<file path="src/rtl/edge_detector_mc_if.sv">
// Channel-side bus of the multi-channel edge detector: raw inputs, per-channel
// mode and clear going in, pulse/status/counter vectors coming back.
interface edge_detector_mc_if #(
  parameter int NUM_CH = 4,
  parameter int CNT_W  = 8
);
  logic [NUM_CH-1:0]       signal_in;
  logic [2*NUM_CH-1:0]     mode;
  logic [NUM_CH-1:0]       clr;
  logic [NUM_CH-1:0]       edge_out;
  logic [NUM_CH-1:0]       edge_type;
  logic [NUM_CH-1:0]       evt_sticky;
  logic [NUM_CH*CNT_W-1:0] evt_cnt;

  modport master (
    output signal_in, mode, clr,
    input  edge_out, edge_type, evt_sticky, evt_cnt
  );

  modport slave (
    input  signal_in, mode, clr,
    output edge_out, edge_type, evt_sticky, evt_cnt
  );
endinterface

</file>
<file path="src/rtl/edge_detector_mc.sv">
// Multi-channel synchronising edge detector with per-channel mode, hold-off
// window, sticky flag and saturating event counter.
module edge_detector_mc #(
  parameter int NUM_CH      = 4,
  parameter int SYNC_STAGES = 2,
  parameter int HOLDOFF     = 3,
  parameter int CNT_W       = 8
) (
  input logic               clk,
  input logic               rst,
  edge_detector_mc_if.slave bus
);

  // The hold-off counter must hold both the startup mask and the hold-off value.
  localparam int HC_MAX = (HOLDOFF > SYNC_STAGES + 1) ? HOLDOFF : SYNC_STAGES + 1;
  localparam int HC_W   = (HC_MAX < 2) ? 1 : $clog2(HC_MAX + 1);

  localparam logic [HC_W-1:0]  HC_RESET = HC_W'(SYNC_STAGES + 1);
  localparam logic [HC_W-1:0]  HC_HOLD  = HC_W'(HOLDOFF);
  localparam logic [CNT_W-1:0] CNT_MAX  = '1;
  localparam logic [CNT_W-1:0] CNT_ONE  = CNT_W'(1);

  logic [NUM_CH-1:0]       edge_q;
  logic [NUM_CH-1:0]       type_q;
  logic [NUM_CH-1:0]       sticky_q;
  logic [NUM_CH*CNT_W-1:0] cnt_q;

  assign bus.edge_out   = edge_q;
  assign bus.edge_type  = type_q;
  assign bus.evt_sticky = sticky_q;
  assign bus.evt_cnt    = cnt_q;

  for (genvar i = 0; i < NUM_CH; i++) begin : g_ch
    logic [SYNC_STAGES-1:0] sync;
    logic                   signal_d;
    logic [HC_W-1:0]        hc;
    logic                   pulse;
    logic                   polarity;
    logic                   sticky;
    logic [CNT_W-1:0]       cnt;
    logic [1:0]             ch_mode;
    logic                   sync_last;
    logic                   rise;
    logic                   fall;
    logic                   qual;
    logic                   accept;

    always_comb begin
      ch_mode   = bus.mode[2*i +: 2];
      sync_last = sync[SYNC_STAGES-1];
      rise      = sync_last & ~signal_d;
      fall      = ~sync_last & signal_d;
      qual      = (rise & ch_mode[0]) | (fall & ch_mode[1]);
      accept    = qual & (hc == '0);
    end

    // signal_d follows the synchroniser even while an edge is being suppressed,
    // so a level still held at the end of hold-off never fires a late pulse.
    always_ff @(posedge clk or posedge rst) begin
      if (rst) begin
        sync     <= '0;
        signal_d <= 1'b0;
      end else begin
        sync     <= {sync[SYNC_STAGES-2:0], bus.signal_in[i]};
        signal_d <= sync_last;
      end
    end

    // Reset loads the startup mask so an input already high at release is ignored.
    always_ff @(posedge clk or posedge rst) begin
      if (rst) begin
        hc       <= HC_RESET;
        pulse    <= 1'b0;
        polarity <= 1'b0;
      end else begin
        pulse <= accept;
        if (accept) begin
          hc       <= HC_HOLD;
          polarity <= rise;
        end else if (hc != '0) begin
          hc <= hc - 1'b1;
        end
      end
    end

    // An accepted edge wins over a same-cycle clear, leaving one counted event.
    always_ff @(posedge clk or posedge rst) begin
      if (rst) begin
        sticky <= 1'b0;
        cnt    <= '0;
      end else if (accept) begin
        sticky <= 1'b1;
        if (bus.clr[i]) begin
          cnt <= CNT_ONE;
        end else if (cnt != CNT_MAX) begin
          cnt <= cnt + 1'b1;
        end
      end else if (bus.clr[i]) begin
        sticky <= 1'b0;
        cnt    <= '0;
      end
    end

    assign edge_q[i]               = pulse;
    assign type_q[i]               = polarity;
    assign sticky_q[i]             = sticky;
    assign cnt_q[i*CNT_W +: CNT_W] = cnt;
  end

endmodule

</file>
<file path="src/flat_wrapper.sv">
// flat-port wrapper written by rule: the top's interface ports become plain ports
module edge_detector_mc_flat 
#(
  parameter int NUM_CH      = 4,
  parameter int SYNC_STAGES = 2,
  parameter int HOLDOFF     = 3,
  parameter int CNT_W       = 8
)
  (clk, rst, bus_signal_in, bus_mode, bus_clr, bus_edge_out, bus_edge_type, bus_evt_sticky, bus_evt_cnt);
  edge_detector_mc_if #(.NUM_CH(NUM_CH), .CNT_W(CNT_W)) bus_i ();
  input logic clk;
  input logic rst;
  input wire logic [$bits(bus_i.signal_in)-1:0] bus_signal_in;
  input wire logic [$bits(bus_i.mode)-1:0] bus_mode;
  input wire logic [$bits(bus_i.clr)-1:0] bus_clr;
  output wire logic [$bits(bus_i.edge_out)-1:0] bus_edge_out;
  output wire logic [$bits(bus_i.edge_type)-1:0] bus_edge_type;
  output wire logic [$bits(bus_i.evt_sticky)-1:0] bus_evt_sticky;
  output wire logic [$bits(bus_i.evt_cnt)-1:0] bus_evt_cnt;
  assign bus_i.signal_in = bus_signal_in;
  assign bus_i.mode = bus_mode;
  assign bus_i.clr = bus_clr;
  assign bus_edge_out = bus_i.edge_out;
  assign bus_edge_type = bus_i.edge_type;
  assign bus_evt_sticky = bus_i.evt_sticky;
  assign bus_evt_cnt = bus_i.evt_cnt;
  edge_detector_mc #(.NUM_CH(NUM_CH), .SYNC_STAGES(SYNC_STAGES), .HOLDOFF(HOLDOFF), .CNT_W(CNT_W)) u_core (.clk(clk), .rst(rst), .bus(bus_i));
endmodule
</file>
<file path="config.mk">
export PLATFORM = sky130hd
export DESIGN_NAME = edge_detector_mc_flat
export DESIGN_NICKNAME = d
export VERILOG_FILES = /design/src/rtl/edge_detector_mc_if.sv /design/src/rtl/edge_detector_mc.sv /design/src/flat_wrapper.sv
export SDC_FILE = /design/constraint.sdc
export NUM_CORES = 1
export LEC_CHECK = 0
export BUFFER_PORTS_ARGS = -buffer_cell sky130_fd_sc_hd__buf_2
export CAP_MARGIN = 20
export CORE_MARGIN = 4
export CORE_UTILIZATION = 30
export DETAILED_ROUTE_END_ITERATION = 10
export GPL_TIMING_DRIVEN = 0
export PLACE_DENSITY = 0.52
export SLEW_MARGIN = 40
export SYNTH_ARGS = -nofsm -noshare
export SYNTH_HDL_FRONTEND = slang
export SYNTH_SLANG_ARGS = --single-unit
</file>
<file path="constraint.sdc">
create_clock -name clk -period 3.15 [get_ports clk]
set_input_delay 0.7875 -clock clk [delete_from_list [all_inputs] [get_ports clk]]
set_output_delay 0.7875 -clock clk [all_outputs]
set_load 0.01 [all_outputs]
</file>
; ---- Word-level counts from Yosys, hierarchy flattened
; Cells that the tools add are included.
[op_classes]
addsub = 8
eq_ne = 4
mux = 32
n_bitwise = 32
reduce_logical = 24
[op_table]
columns = op, count
row1 = 2-to-1 mux 8 bit, 16
row2 = "adder 8 x 1 -> 8 bit, second input constant", 4
row3 = "inequality test 8 bit, second input constant", 4
row4 = nonzero test 2 bit, 16
row5 = bitwise AND 1 bit, 20
row6 = 2-to-1 mux 2 bit, 8
row7 = logical NOT 2 bit, 4
row8 = 2-to-1 mux 1 bit, 8
row9 = NOT 1 bit, 8
row10 = AND reduction 2 bit, 4
row11 = "subtractor 2 x 1 -> 2 bit, second input constant", 4
row12 = OR 1 bit, 4
[totals]
regBits = 64
input_bits = 18
out_inout_bits = 44
elab_cells = 128

; ---- Logic depth before layout (Yosys ltp)
[logic_depth]
word_depth = 7
ltp_mapped = 8
depth_no_buf = 7

; ---- Worst setup path after synthesis
; OpenSTA, ideal clock, no wires.
[synth_path]
path_type = reg2reg
startpoint = register u_core.g_ch[0].cnt[0]
endpoint = register u_core.g_ch[0].cnt[5]
t_arrival_ns = 1.828
t_required_ns = 3.072
path_slack_ns = 1.244
path_stages_with_launch = 8
path_buffers = 2
synth_period_minus_slack_ns = 1.906
cell_sequence = dfrtp_1 -> ha_1 -> and3_1 -> buf_6 -> and3_4 -> buf_6 -> or4_1 -> a21oi_1
[synth_between]
elab_chain_len = 4
elab_cells_between_ends = 7
classes_between = add/sub: 1 / eq/ne: 1 / mux: 3 / reduce/logical: 2
[synth_rtl]
columns = element, line_no
row1 = from (decl), edge_detector_mc.sv:40  ; logic [CNT_W-1:0] cnt;
row2 = from (signal assigned), edge_detector_mc.sv:96  ; cnt <= cnt + 1'b1;
row3 = adder 8 x 1 -> 8 bit, edge_detector_mc.sv:96
row4 = 2-to-1 mux 8 bit, edge_detector_mc.sv:95  ; end else if (cnt != CNT_MAX) begin
row5 = 2-to-1 mux 8 bit, edge_detector_mc.sv:93  ; if (bus.clr[i]) begin
row6 = 2-to-1 mux 8 bit, edge_detector_mc.sv:91  ; end else if (accept) begin
; Parallel ways exist; a longest one is shown, timed or not. The select of a mux whose other input is x is not followed.
; A chain may end at the register's enable or synchronous reset.

; ---- Final worst setup path
[layout_path]
startpoint = register u_core.g_ch[3].hc[0]
endpoint = register u_core.g_ch[3].cnt[6]
[layout_between]
elab_chain_len = 4
elab_cells_between_ends = 5
classes_between = mux: 1 / bitwise: 1 / reduce/logical: 3
[layout_rtl]
columns = element, line_no
row1 = from (decl), edge_detector_mc.sv:36  ; logic [HC_W-1:0] hc;
row2 = from (signal assigned), edge_detector_mc.sv:81  ; hc <= hc - 1'b1;
row3 = logical NOT 2 bit *, edge_detector_mc.sv:54  ; accept = qual & (hc == '0);
row4 = bitwise AND 1 bit *, edge_detector_mc.sv:54
row5 = nonzero test 2 bit (no source line), -
row6 = AND reduction 2 bit (no source line), -
row7 = to (signal assigned), edge_detector_mc.sv:96
row8 = to (decl), edge_detector_mc.sv:40
; Mark *: on every way between the ends. The rest lies on a longest branch, timed or not.

==> metrics.csv <==
stage,metric,value,unit
placed_design,pre-CTS WS,0.9824,ns
route,wire length per cell,12.80,um
synth,post-synthesis mux area share,2.071,%
synth,Cell variety after synth,50,
timing,max_slew headroom,62.45,%
global_route,vias in the first global route,2488,
synth,Yosys Warn Count,0,
final_layout,Final Non-Filler Cells,515,
pwr,Pleak,0.001738,uW
synth,largest family of logic cells by synthesized area,simple AND/OR/NAND/NOR gates,
final_layout,post-route cell area,3830,um^2
critical_path,WP buf/inv,2,
synth,sequential fraction of the synthesis area,51.29,%
clock_network,Post CTS Setup Buffer Count,0,
min_path,Hold WC Path Type,reg -> reg,
global_route,Tot GR Track Use,12.15,%
final_layout,Area Overhead vs Synth,21.90,%
route,initial drt markers,63,
synth,Synth Area in Simple Gates,18.84,%
floorplan,die width,110.3,um
synth,ys flop type,dfrtp_1,
critical_path,CP Cell Sequence,inv_1 -> ha_1 -> and4b_1 -> a31oi_1 -> buf_2 -> nor3_1 -> a211oi_1,
route,DR pass1 iterations,4,
clock_network,Sinks on Clock Net,64,
final_layout,layout cells sized above 1,29.02,%
floorplan,DIE HEIGHT,110.3,um
placed_design,placed cell count,499,
timing,Final WS setup,1.006,ns
clock_network,CTS tree,built,
timing,fmax,466.4,MHz
timing,final setup vio count,0,
run,Max Cap Violations,0,
placed_design,Placement Cell Area,3627,um^2
timing,minimum clock period,2.144,ns
timing,unrepaired setup endpoints after global routing,no,
synth,Post-Synthesis Cell Area,3142,um^2
timing,fin crit share,68.07,%
route,final WL,6.591,mm
floorplan,FP Rows,37,
clock_network,Resize count post-CTS,0,
synth,Yosys reg bits,64,
route,Remaining DRCs,0,
synth,"top cells by count, synth","dfrtp_1, a21oi_1, inv_1",
clock_network,CTS Buffer Depth,2,
pwr,Final Total Pwr,2233,uW
synth,Async SR Flop Fraction,100.0,%
run_status,run status,"finished, final reports clean",
pwr,maximum vdd drop,0.3376,mV
critical_path,cell family with most CP delay,compound AO/OA/AOI/OAI gates,
critical_path,critical path class,reg -> reg,
critical_path,CP required,3.40,ns
critical_path,CP arrival,2.39,ns
timing,Fin. Hold Viols,0,
critical_path,Startpoint Class,register,
critical_path,r2r startpoint,u_core.g_ch[3].hc[0],
route,Post-DRT Antenna Nets,0,
synth,largest area contributor in the netlist,dfrtp_1,
critical_path,endpoint type of the worst setup path,register,
synth,Post-synth EDFFs,0,
global_route,initial antenna violation count,0,
critical_path,CP max stage delay,0.52,ns
clock_network,cts bufs inserted,9,
synth,Synth Area in Compound Gates,17.12,%
global_route,Overflow after GRT,0,
timing,max-slew violation count,0,
final_layout,diodes inserted,0,
clock_network,hold buffers post-CTS,0,
critical_path,RR Endpoint,u_core.g_ch[3].cnt[6],
timing,Final Skew,0.008099,ns
floorplan,die area,12170,um^2
clock_network,root buffer cell,clkbuf_8,
synth,top-count cell post-synth,dfrtp_1,
floorplan,Initial Utilization,30.57,%
clock_network,"Reg clk slew, reported paths",0.08,ns
clock_network,Clock Latency Late Sink,0.34,ns
synth,top cell type's share of synthesized area,44.60,%
floorplan,core area,10280,um^2
placed_design,Routability Congestion,0.7896,
critical_path,CP max FO,10,
synth,adder-cell area share of the yosys netlist,3.186,%
global_route,largest net degree at the start of global routing,37,
placed_design,placed wire-length estimate,4.731,mm
critical_path,FF-to-FF setup slack,1.01,ns
critical_path,CP max stage cell,dfstp_2,
synth,Area contributors post-synth,"dfrtp_1, dfstp_2, a21oi_1",
pwr,pwr/cell area,582.9,nW/um^2
synth,Post-Synthesis Net Count,330,
synth,Post-Synth XOR/XNOR Area,0.5575,%
final_layout,Filler cells,1076,
placed_design,Port Buf Inserts,58,
critical_path,Worst R2R Path Depth,7,
route,vias per inst,4.948,
min_path,Hold Path End,u_core.g_ch[3].sync[1],
synth,Mapped Cells,304,
synth,Mean Syn Cell Area,10.33,um^2
min_path,hold path startpoint,u_core.g_ch[3].sync[0],
timing,measured slew at the worst slew-check pin,0.5573,ns
final_layout,fin nets,400,
global_route,first-pass GRT wire length,11.60,mm
route,Via Count,2548,
floorplan,number of I/O pins,62,
clock_network,H-tree depth,3,
min_path,Hold Crit Depth,0,
worst max path at each step:
stage	cells after the start	slack, ns	from	endpoint
floorplan	1	0.78	rst	u_core.g_ch[0].cnt[0]
CTS	7	1.0	u_core.g_ch[3].hc[0]	u_core.g_ch[3].cnt[6]
global placement	2	-0.21	rst	u_core.g_ch[0].sticky
finish	7	1.01	u_core.g_ch[3].hc[0]	u_core.g_ch[3].cnt[6]
global route	7	0.84	u_core.g_ch[3].hc[0]	u_core.g_ch[3].cnt[6]
detailed placement	6	0.98	bus_mode[7]	u_core.g_ch[3].cnt[6]
worst register-to-register path, delay by kind of cell, from the launching register on:
family / cells / cell delay (ns)
compound gates: 2 / 0.62
fa+ha+maj: 1 / 0.26
buf+inv: 2 / 0.36
flops: 1 / 0.52
simple gates: 2 / 0.31
cells by family after synthesis:
family | Yosys count
AND/OR/NAND/NOR | 99
flip-flops | 64
adder cells (fa/ha/maj) | 8
buffers and inverters | 41
multiplexers | 6
AO/OA/AOI/OAI | 84
XOR/XNOR | 2
metal layers:
metal  wire (um)  GRT usage (%)  vias up
li1            -              -     1273
met3         271          3.727        8
met5           0              0        -
met2        3149          19.45       45
met4         115          5.013        0
met1        3054          15.25     1222
placed cells by master (no fill, tap or decap), types with 3 or more instances in the layout:
cell type,n
buf_2,61
dfrtp_1,56
a21oi_1,27
inv_1,20
nand2_1,18
o21ai_0,15
nand3_1,12
buf_4,12
nor2_1,11
or4_1,11
o31ai_1,9
nand3b_1,9
clkbuf_8,9
ha_1,8
dfstp_2,8
a31oi_1,7
o211ai_1,6
nor3_1,6
nand4_1,5
mux2_2,4
nand4b_1,4
nor2b_1,4
a211oi_1,4
inv_6,4
and4b_1,3
and4_1,3
and3_1,3
o311ai_0,3
o41ai_1,3
clkinvlp_4,3
power breakdown:
part	internal (uW)	switching, uW
Combinational	226	251
Sequential	969	63.4
Clock	373	351
final cells by class:
| cell class | count | area, um^2 | area share, % |
|---|---|---|---|
| multi-input combinational | 199 | 1313 | 34.27 |
| clock buffer | 9 | 123.9 | 3.234 |
| timing repair buffer | 59 | 310.3 | 8.102 |
| tap | 136 | 170.2 | 4.443 |
| clock inverter | 7 | 78.83 | 2.058 |
| inverter | 21 | 83.83 | 2.189 |
| sequential | 64 | 1612 | 42.08 |
| buffer | 20 | 138.9 | 3.626 |
metrics by stage:
stage	TNS (ns)	utilization [%]	hold WS (ns)
finish	0	37.27	0.3526
global route	0	37.27	0.3716
CTS	0	37.27	0.3552
detailed placement	0	35.29	0.3347
global placement	-11.70	35.05	0.3334
floorplan	0	-	0.3312
state kept, by name (all words and copies together) (netlist names):
register and flops:
u_core.g_ch.pulse 4, u_core.g_ch.signal_d 4, u_core.g_ch.polarity 4, u_core.g_ch.sticky 4, u_core.g_ch.hc 8, u_core.g_ch.cnt 32, u_core.g_ch.sync 8
Note: power is estimated with default switching activity, not from simulation.
